[src/rtl/mem_port_arbiter_if.sv]
// Access-type encoding and the bundled bus between the arbiter, both cache miss
// handlers and the external memory port.
package mem_port_arbiter_pkg;
    typedef enum logic {
        MEM_WRITE = 1'b0,
        MEM_READ  = 1'b1
    } mem_access_t;
endpackage

interface mem_port_arbiter_if #(
    parameter int ADDR_W = 32,
    parameter int DATA_W = 32
);
    logic              i_req_valid;
    logic [ADDR_W-1:0] i_req_addr;
    logic              i_req_ready;
    logic [DATA_W-1:0] i_rdata;
    logic              i_rvalid;
    logic              i_rlast;

    logic              d_req_valid;
    logic              d_req_type;
    logic [ADDR_W-1:0] d_req_addr;
    logic              d_req_ready;
    logic [DATA_W-1:0] d_wdata;
    logic              d_wdata_ready;
    logic [DATA_W-1:0] d_rdata;
    logic              d_rvalid;
    logic              d_rlast;

    logic              mem_req_valid;
    logic              mem_req_ready;
    logic              mem_req_type;
    logic [ADDR_W-1:0] mem_req_addr;
    logic              mem_wvalid;
    logic              mem_wready;
    logic [DATA_W-1:0] mem_wdata;
    logic              mem_rvalid;
    logic [DATA_W-1:0] mem_rdata;

    logic              busy;
    logic              owner;

    // Arbiter side: masters the memory port, serves both requesters.
    modport master (
        input  i_req_valid, i_req_addr,
        output i_req_ready, i_rdata, i_rvalid, i_rlast,
        input  d_req_valid, d_req_type, d_req_addr, d_wdata,
        output d_req_ready, d_wdata_ready, d_rdata, d_rvalid, d_rlast,
        output mem_req_valid, mem_req_type, mem_req_addr, mem_wvalid, mem_wdata,
        input  mem_req_ready, mem_wready, mem_rvalid, mem_rdata,
        output busy, owner
    );

    modport slave (
        output i_req_valid, i_req_addr,
        input  i_req_ready, i_rdata, i_rvalid, i_rlast,
        output d_req_valid, d_req_type, d_req_addr, d_wdata,
        input  d_req_ready, d_wdata_ready, d_rdata, d_rvalid, d_rlast,
        input  mem_req_valid, mem_req_type, mem_req_addr, mem_wvalid, mem_wdata,
        output mem_req_ready, mem_wready, mem_rvalid, mem_rdata,
        input  busy, owner
    );
endinterface

[src/rtl/mem_port_arbiter.sv]
// Shares one external memory port between i-cache refill and d-cache refill/writeback,
// one line burst at a time. Define MEM_PORT_ARB_RR_EN for round-robin conflict resolution.
module mem_port_arbiter
    import mem_port_arbiter_pkg::*;
#(
    parameter int ADDR_W     = 32,
    parameter int DATA_W     = 32,
    parameter int LINE_WORDS = 4
) (
    input logic                clk,
    input logic                rst_n,
    mem_port_arbiter_if.master bus
);

    localparam int CNT_W = $clog2(LINE_WORDS);
    localparam int OFF_W = $clog2(LINE_WORDS * DATA_W / 8);
    localparam logic [CNT_W-1:0]  LAST_BEAT = CNT_W'(LINE_WORDS - 1);
    localparam logic [ADDR_W-1:0] LINE_MASK = ~((ADDR_W'(1) << OFF_W) - ADDR_W'(1));

    typedef enum logic [1:0] {IDLE, ADDR, WDATA, RDATA} state_t;

    state_t            state;
    logic [CNT_W-1:0]  cnt;
    logic              own_d;
    mem_access_t       req_type;
    logic [ADDR_W-1:0] req_addr;
    logic              req_valid;
    logic              wvalid;
    logic              busy_q;
    logic              grant;
    logic              pick_d;
    logic              last_beat;
    logic              rd_i;
    logic              rd_d;

`ifdef MEM_PORT_ARB_RR_EN
    logic last_d;

    // On a conflict the side that did not win the previous grant goes first.
    assign pick_d = bus.d_req_valid && !(bus.i_req_valid && last_d);
`else
    assign pick_d = bus.d_req_valid;
`endif

    // Holding off grants during reset keeps every output quiet while rst_n is low.
    assign grant     = rst_n && (state == IDLE) && (bus.i_req_valid || bus.d_req_valid);
    assign last_beat = (cnt == LAST_BEAT);

    always_ff @(posedge clk or negedge rst_n) begin
        if (!rst_n) begin
            state     <= IDLE;
            cnt       <= '0;
            own_d     <= 1'b0;
            req_type  <= MEM_WRITE;
            req_addr  <= '0;
            req_valid <= 1'b0;
            wvalid    <= 1'b0;
            busy_q    <= 1'b0;
`ifdef MEM_PORT_ARB_RR_EN
            last_d    <= 1'b0;
`endif
        end else begin
            // NOTE: every flop here uses <= so each branch sees pre-edge values, not a
            // half-updated mix from earlier statements in the same block.
            case (state)
                IDLE: if (grant) begin
                    state     <= ADDR;
                    busy_q    <= 1'b1;
                    req_valid <= 1'b1;
                    own_d     <= pick_d;
                    req_type  <= pick_d ? mem_access_t'(bus.d_req_type) : MEM_READ;
                    req_addr  <= (pick_d ? bus.d_req_addr : bus.i_req_addr) & LINE_MASK;
`ifdef MEM_PORT_ARB_RR_EN
                    last_d    <= pick_d;
`endif
                end
                ADDR: if (bus.mem_req_ready) begin
                    req_valid <= 1'b0;
                    if (req_type == MEM_WRITE) begin
                        state  <= WDATA;
                        wvalid <= 1'b1;
                    end else begin
                        state  <= RDATA;
                    end
                end
                WDATA: if (bus.mem_wready) begin
                    if (last_beat) begin
                        cnt    <= '0;
                        state  <= IDLE;
                        wvalid <= 1'b0;
                        busy_q <= 1'b0;
                    end else begin
                        cnt    <= cnt + 1'b1;
                    end
                end
                RDATA: if (bus.mem_rvalid) begin
                    if (last_beat) begin
                        cnt    <= '0;
                        state  <= IDLE;
                        busy_q <= 1'b0;
                    end else begin
                        cnt    <= cnt + 1'b1;
                    end
                end
                default: state <= IDLE;
            endcase
        end
    end

    assign rd_i = (state == RDATA) && !own_d;
    assign rd_d = (state == RDATA) && own_d;

    assign bus.i_req_ready   = grant && !pick_d;
    assign bus.d_req_ready   = grant && pick_d;

    assign bus.i_rvalid      = rd_i && bus.mem_rvalid;
    assign bus.i_rdata       = rd_i ? bus.mem_rdata : '0;
    assign bus.i_rlast       = bus.i_rvalid && last_beat;
    assign bus.d_rvalid      = rd_d && bus.mem_rvalid;
    assign bus.d_rdata       = rd_d ? bus.mem_rdata : '0;
    assign bus.d_rlast       = bus.d_rvalid && last_beat;

    assign bus.mem_req_valid = req_valid;
    assign bus.mem_req_type  = req_type;
    assign bus.mem_req_addr  = req_addr;
    assign bus.mem_wvalid    = wvalid;
    assign bus.mem_wdata     = wvalid ? bus.d_wdata : '0;
    assign bus.d_wdata_ready = wvalid && bus.mem_wready;

    assign bus.busy          = busy_q;
    assign bus.owner         = own_d;

endmodule

[src/flat_wrapper.sv]
// flat-port wrapper written by rule: the top's interface ports become plain ports
module mem_port_arbiter_flat import mem_port_arbiter_pkg::*;
#(
    parameter int ADDR_W     = 32,
    parameter int DATA_W     = 32,
    parameter int LINE_WORDS = 4
)
  (clk, rst_n, bus_i_req_valid, bus_i_req_addr, bus_i_req_ready, bus_i_rdata, bus_i_rvalid, bus_i_rlast, bus_d_req_valid, bus_d_req_type, bus_d_req_addr, bus_d_wdata, bus_d_req_ready, bus_d_wdata_ready, bus_d_rdata, bus_d_rvalid, bus_d_rlast, bus_mem_req_valid, bus_mem_req_type, bus_mem_req_addr, bus_mem_wvalid, bus_mem_wdata, bus_mem_req_ready, bus_mem_wready, bus_mem_rvalid, bus_mem_rdata, bus_busy, bus_owner);
  mem_port_arbiter_if #(.ADDR_W(ADDR_W), .DATA_W(DATA_W)) bus_i ();
  input logic clk;
  input logic rst_n;
  input wire logic [$bits(bus_i.i_req_valid)-1:0] bus_i_req_valid;
  input wire logic [$bits(bus_i.i_req_addr)-1:0] bus_i_req_addr;
  output wire logic [$bits(bus_i.i_req_ready)-1:0] bus_i_req_ready;
  output wire logic [$bits(bus_i.i_rdata)-1:0] bus_i_rdata;
  output wire logic [$bits(bus_i.i_rvalid)-1:0] bus_i_rvalid;
  output wire logic [$bits(bus_i.i_rlast)-1:0] bus_i_rlast;
  input wire logic [$bits(bus_i.d_req_valid)-1:0] bus_d_req_valid;
  input wire logic [$bits(bus_i.d_req_type)-1:0] bus_d_req_type;
  input wire logic [$bits(bus_i.d_req_addr)-1:0] bus_d_req_addr;
  input wire logic [$bits(bus_i.d_wdata)-1:0] bus_d_wdata;
  output wire logic [$bits(bus_i.d_req_ready)-1:0] bus_d_req_ready;
  output wire logic [$bits(bus_i.d_wdata_ready)-1:0] bus_d_wdata_ready;
  output wire logic [$bits(bus_i.d_rdata)-1:0] bus_d_rdata;
  output wire logic [$bits(bus_i.d_rvalid)-1:0] bus_d_rvalid;
  output wire logic [$bits(bus_i.d_rlast)-1:0] bus_d_rlast;
  output wire logic [$bits(bus_i.mem_req_valid)-1:0] bus_mem_req_valid;
  output wire logic [$bits(bus_i.mem_req_type)-1:0] bus_mem_req_type;
  output wire logic [$bits(bus_i.mem_req_addr)-1:0] bus_mem_req_addr;
  output wire logic [$bits(bus_i.mem_wvalid)-1:0] bus_mem_wvalid;
  output wire logic [$bits(bus_i.mem_wdata)-1:0] bus_mem_wdata;
  input wire logic [$bits(bus_i.mem_req_ready)-1:0] bus_mem_req_ready;
  input wire logic [$bits(bus_i.mem_wready)-1:0] bus_mem_wready;
  input wire logic [$bits(bus_i.mem_rvalid)-1:0] bus_mem_rvalid;
  input wire logic [$bits(bus_i.mem_rdata)-1:0] bus_mem_rdata;
  output wire logic [$bits(bus_i.busy)-1:0] bus_busy;
  output wire logic [$bits(bus_i.owner)-1:0] bus_owner;
  assign bus_i.i_req_valid = bus_i_req_valid;
  assign bus_i.i_req_addr = bus_i_req_addr;
  assign bus_i_req_ready = bus_i.i_req_ready;
  assign bus_i_rdata = bus_i.i_rdata;
  assign bus_i_rvalid = bus_i.i_rvalid;
  assign bus_i_rlast = bus_i.i_rlast;
  assign bus_i.d_req_valid = bus_d_req_valid;
  assign bus_i.d_req_type = bus_d_req_type;
  assign bus_i.d_req_addr = bus_d_req_addr;
  assign bus_i.d_wdata = bus_d_wdata;
  assign bus_d_req_ready = bus_i.d_req_ready;
  assign bus_d_wdata_ready = bus_i.d_wdata_ready;
  assign bus_d_rdata = bus_i.d_rdata;
  assign bus_d_rvalid = bus_i.d_rvalid;
  assign bus_d_rlast = bus_i.d_rlast;
  assign bus_mem_req_valid = bus_i.mem_req_valid;
  assign bus_mem_req_type = bus_i.mem_req_type;
  assign bus_mem_req_addr = bus_i.mem_req_addr;
  assign bus_mem_wvalid = bus_i.mem_wvalid;
  assign bus_mem_wdata = bus_i.mem_wdata;
  assign bus_i.mem_req_ready = bus_mem_req_ready;
  assign bus_i.mem_wready = bus_mem_wready;
  assign bus_i.mem_rvalid = bus_mem_rvalid;
  assign bus_i.mem_rdata = bus_mem_rdata;
  assign bus_busy = bus_i.busy;
  assign bus_owner = bus_i.owner;
  mem_port_arbiter #(.ADDR_W(ADDR_W), .DATA_W(DATA_W), .LINE_WORDS(LINE_WORDS)) u_core (.clk(clk), .rst_n(rst_n), .bus(bus_i));
endmodule
[config.mk]
export PLATFORM = sky130hd
export DESIGN_NAME = mem_port_arbiter_flat
export DESIGN_NICKNAME = d
export VERILOG_FILES = /design/src/rtl/mem_port_arbiter_if.sv /design/src/rtl/mem_port_arbiter.sv /design/src/flat_wrapper.sv
export SDC_FILE = /design/constraint.sdc
export NUM_CORES = 1
export LEC_CHECK = 0
export CAP_MARGIN = 10
export CORE_MARGIN = 8
export CORE_UTILIZATION = 29
export CTS_CLUSTER_DIAMETER = 80
export DETAILED_ROUTE_END_ITERATION = 7
export PLACE_DENSITY = 0.83
export REMOVE_ABC_BUFFERS = 1
export SETUP_SLACK_MARGIN = 0.02
export SLEW_MARGIN = 20
export SYNTH_ARGS = -nofsm -noshare
export SYNTH_HDL_FRONTEND = slang
export SYNTH_SLANG_ARGS = --single-unit
export TNS_END_PERCENT = 30
[constraint.sdc]
create_clock -name clk -period 1.8 [get_ports clk]
set_clock_uncertainty 0.1 [all_clocks]
set_input_delay 0.36 -clock clk [delete_from_list [all_inputs] [get_ports clk]]
set_output_delay 0.36 -clock clk [all_outputs]
set_load 0.03 [all_outputs]
==> reports/qor.yml <==
critical_path_required_ns: 1.34
power_frac_comb_pct: 76.0
pwr-share-clk_pct: 6.6
remaining_drc_errors: 0
startpoint_type: "flop"
ant_nets: 0
routed_wl_mm: 14.6
insertion_delay_ns: 0.29
setup.worst_path.class: "flop to primary output"
setup_viol: 79
yosys.area.top_type_share_pct: 36.5
stdcell_area_sq_um: 5880
port_buffers: 263
synth_area_sq_um: 2540
net-switching-power_mw: 4.10
pre_cts_ws_ns: -0.129
maxSlewViolCount: 0
track_usage_pct: 21.1
die_area_sq_um: 12000
switching_share_pct: 48.2
area_delta_synth_final_pct: 132
clk_pin_slew_ns: 0.07
grt_pass1_vias: 3376
cts_made_buffers: 5
n_fill_cell: 646
yosysWarnings: 0
nets: 699
ir_drop_mv: 0.829
multi_input_area_sq_um: 1600
p_leak_nw: 2.53
io_pins: 276
drtIter0Drc: 180
diodes: 0
drt_pre_antenna_iters: 4
start_util_pct: 29.5
core_area_sq_um: 8590
yosysUniqueCellTypes: 34
cts_tree: "yes"
die_y_um: 110
fin_crit_ns: 1.92
synthCells: 290
htree_levels: 2
hold_viol: 0
synth_edf_count: 0
internal_power_mw: 4.41
seq_power_share_pct: 17.3
setup_ws_ns: -0.118
ys_seq_area_share_pct: 36.5
drv_cap: 0
synth_seq_cells: 37
cts-root-buf: "clkbuf_8"
status: "finished, violations left"
yosysMostFrequentCell: "and2_1"
gp_congestion: 0.794
powerDensity_nw_per_um2: 1450
synth_commonest_cells: "and2_1 (99), dfrtp_1 (37), nand2_1 (34)"
antenna_found_initial: 0
grt_pass1_wl_mm: 19.4
hp-class: "primary input to async pin"
async_reset_ff_share_pct: 100
num_vias: 3332
drive_gt1_share_pct: 34.3
clk_path_buf_depth: 2
cp_max_fo: 8
synthTopCellsByArea: "dfrtp_1 (37%), and2_1 (24%), a32oi_1 (9.7%)"
grt_overflow_total: 0
max_freq_mhz: 521
register_area_sq_um: 931
die_x_um: 110
maxSlewHeadroom_pct: 60.9
violations: "setup timing"
worstMarginPinSlew_ns: 0.585
rsz0062_at_grt: "yes"
rows: 34
grt_max_degree: 35
avgSynthCellArea_sq_um: 8.75
yosys.area.top_type: "dfrtp_1"
end_kind: "primary output"
cts_sinks: 37
fin_setup_tns_ns: -4.65
ys.flop_type: "dfrtp_1"
cp.arrival_ns: 1.46
finalCritPeriodShare_pct: 107
post_dp_cell_area_sq_um: 5370
routedWlPerCell_um: 21.8
place_hpwl_mm: 11.4
detail_route.vias_per_cell: 4.97
-- area by class of cell --
class	instances	area share, %
Tap cell	108	2.30
Inverter	2	0.128
Sequential cell	37	15.8
Multi-Input combinational cell	226	27.3
Clock buffer	5	1.17
Timing Repair Buffer	290	53.0
Clock inverter	3	0.298
-- placed cells by master, fill, tap and decap left out, types with 2 or more instances in the layout --
cell type,instances
and2_4,33
nor2_1,2
inv_1,2
buf_6,67
a21oi_1,2
nand2_1,32
a21o_1,2
buf_4,37
dfrtp_2,4
mux2_2,3
dfrtp_1,33
a22oi_1,28
nor2b_1,2
buf_12,25
a32oi_1,28
nand3_1,2
clkinv_2,2
nor2_2,2
and2_1,66
dlygate4sd2_1,34
and4bb_2,2
conb_1,4
nor2_4,2
clkbuf_8,5
clkdlybuf4s50_1,124
-- power by group through the flow --
stage | Clock, mW | Sequential [mW] | Combinational [mW]
finish | 0.563 | 1.48 | 6.47
global route | 0.617 | 1.52 | 6.79
CTS | 0.578 | 1.45 | 5.83
detailed placement | 0 | 1.46 | 5.91
global placement | 0 | 1.44 | 5.83
floorplan | 0 | 2.00 | 2.43
-- flip-flops by register name (all words and copies together), names as in the netlist --
| signal | flops |
|---|---|
| u_core.bus.busy | 1 |
| u_core.cnt | 2 |
| u_core.bus.owner | 1 |
| u_core.bus.mem_req_addr | 28 |
| u_core.state | 2 |
| u_core.bus.mem_req_type | 1 |
| u_core.bus.mem_req_valid | 1 |
| u_core.bus.mem_wvalid | 1 |
-- routing by layer --
layer | wire length, um | share of wire [%] | GRT usage [%] | vias to the layer above
li1 | - | - | - | 1559
met1 | 5180 | 35 | 22.6 | 1566
met2 | 7440 | 51 | 37.7 | 187
met3 | 1600 | 11 | 8.62 | 20
met4 | 398 | 2.7 | 5.30 | 0
met5 | 0 | 0 | 0 | -
-- worst max-delay path, cell delays in order (launching register included) --
cell and delay, ns:
dfrtp_2 0.43, nand2_4 0.07, nor2_4 0.19, buf_6 0.17, and2_1 0.17, buf_6 0.14
-- stage by stage --
stage / power [mW] / utilization, % / hold slack [ns] / std cells
2_1_floorplan: 4.43 / - / -0.0356 / 265
3_3_place_gp: 7.27 / 62.4 / 0.205 / 656
3_5_place_dp: 7.36 / 62.4 / 0.211 / 656
4_1_cts: 7.86 / 63.7 / 0.0634 / 667
5_1_grt: 8.93 / 68.4 / 0.0960 / 671
6_report: 8.51 / 68.4 / 0.0534 / 671
-- worst paths after layout --
path | slack, ns | cells after the start | to | from
worst max register to register | -0.04 | 4 | u_core.bus.mem_req_type$_DFFE_PN0P_ | u_core.state[1]$_DFFE_PN0P_
max in group asynchronous | 0.92 | 3 | u_core.state[1]$_DFFE_PN0P_ | rst_n
worst max-delay path | -0.12 | 5 | bus_i_rdata[12] | u_core.state[1]$_DFFE_PN0P_
min in group clk | 0.40 | 1 | u_core.bus.busy$_DFFE_PN0P_ | u_core.bus.busy$_DFFE_PN0P_
worst min-delay path | 0.05 | 2 | u_core.bus.mem_req_addr[14]$_DFFE_PN0P_ | rst_n
worst min register to register | 0.40 | 1 | u_core.bus.busy$_DFFE_PN0P_ | u_core.bus.busy$_DFFE_PN0P_
-- kinds of logic (layout without fill, tap and decap cells) --
kind of cell | Yosys count | count (layout) | synth area share (%)
buffers and inverters | 30 | 300 | 6.17
and+or+nand+nor | 153 | 153 | 35.0
other | 1 | 4 | 0.148
DFF | 37 | 37 | 36.5
adders and majority gates | 1 | 1 | 0.493
AOI/OAI and AO/OA | 65 | 65 | 20.4
muxes | 3 | 3 | 1.33
-- what timing repair did --
action                                 CTS  global route
pin swaps                                4            25
hold buffers                             1             0
resized for setup                       45           104
gates cloned                             0             2
endpoints found under the hold margin    4             0
setup endpoints to repair              103           100
buffers inserted                         2             2
(Power assumes the default switching activity.)
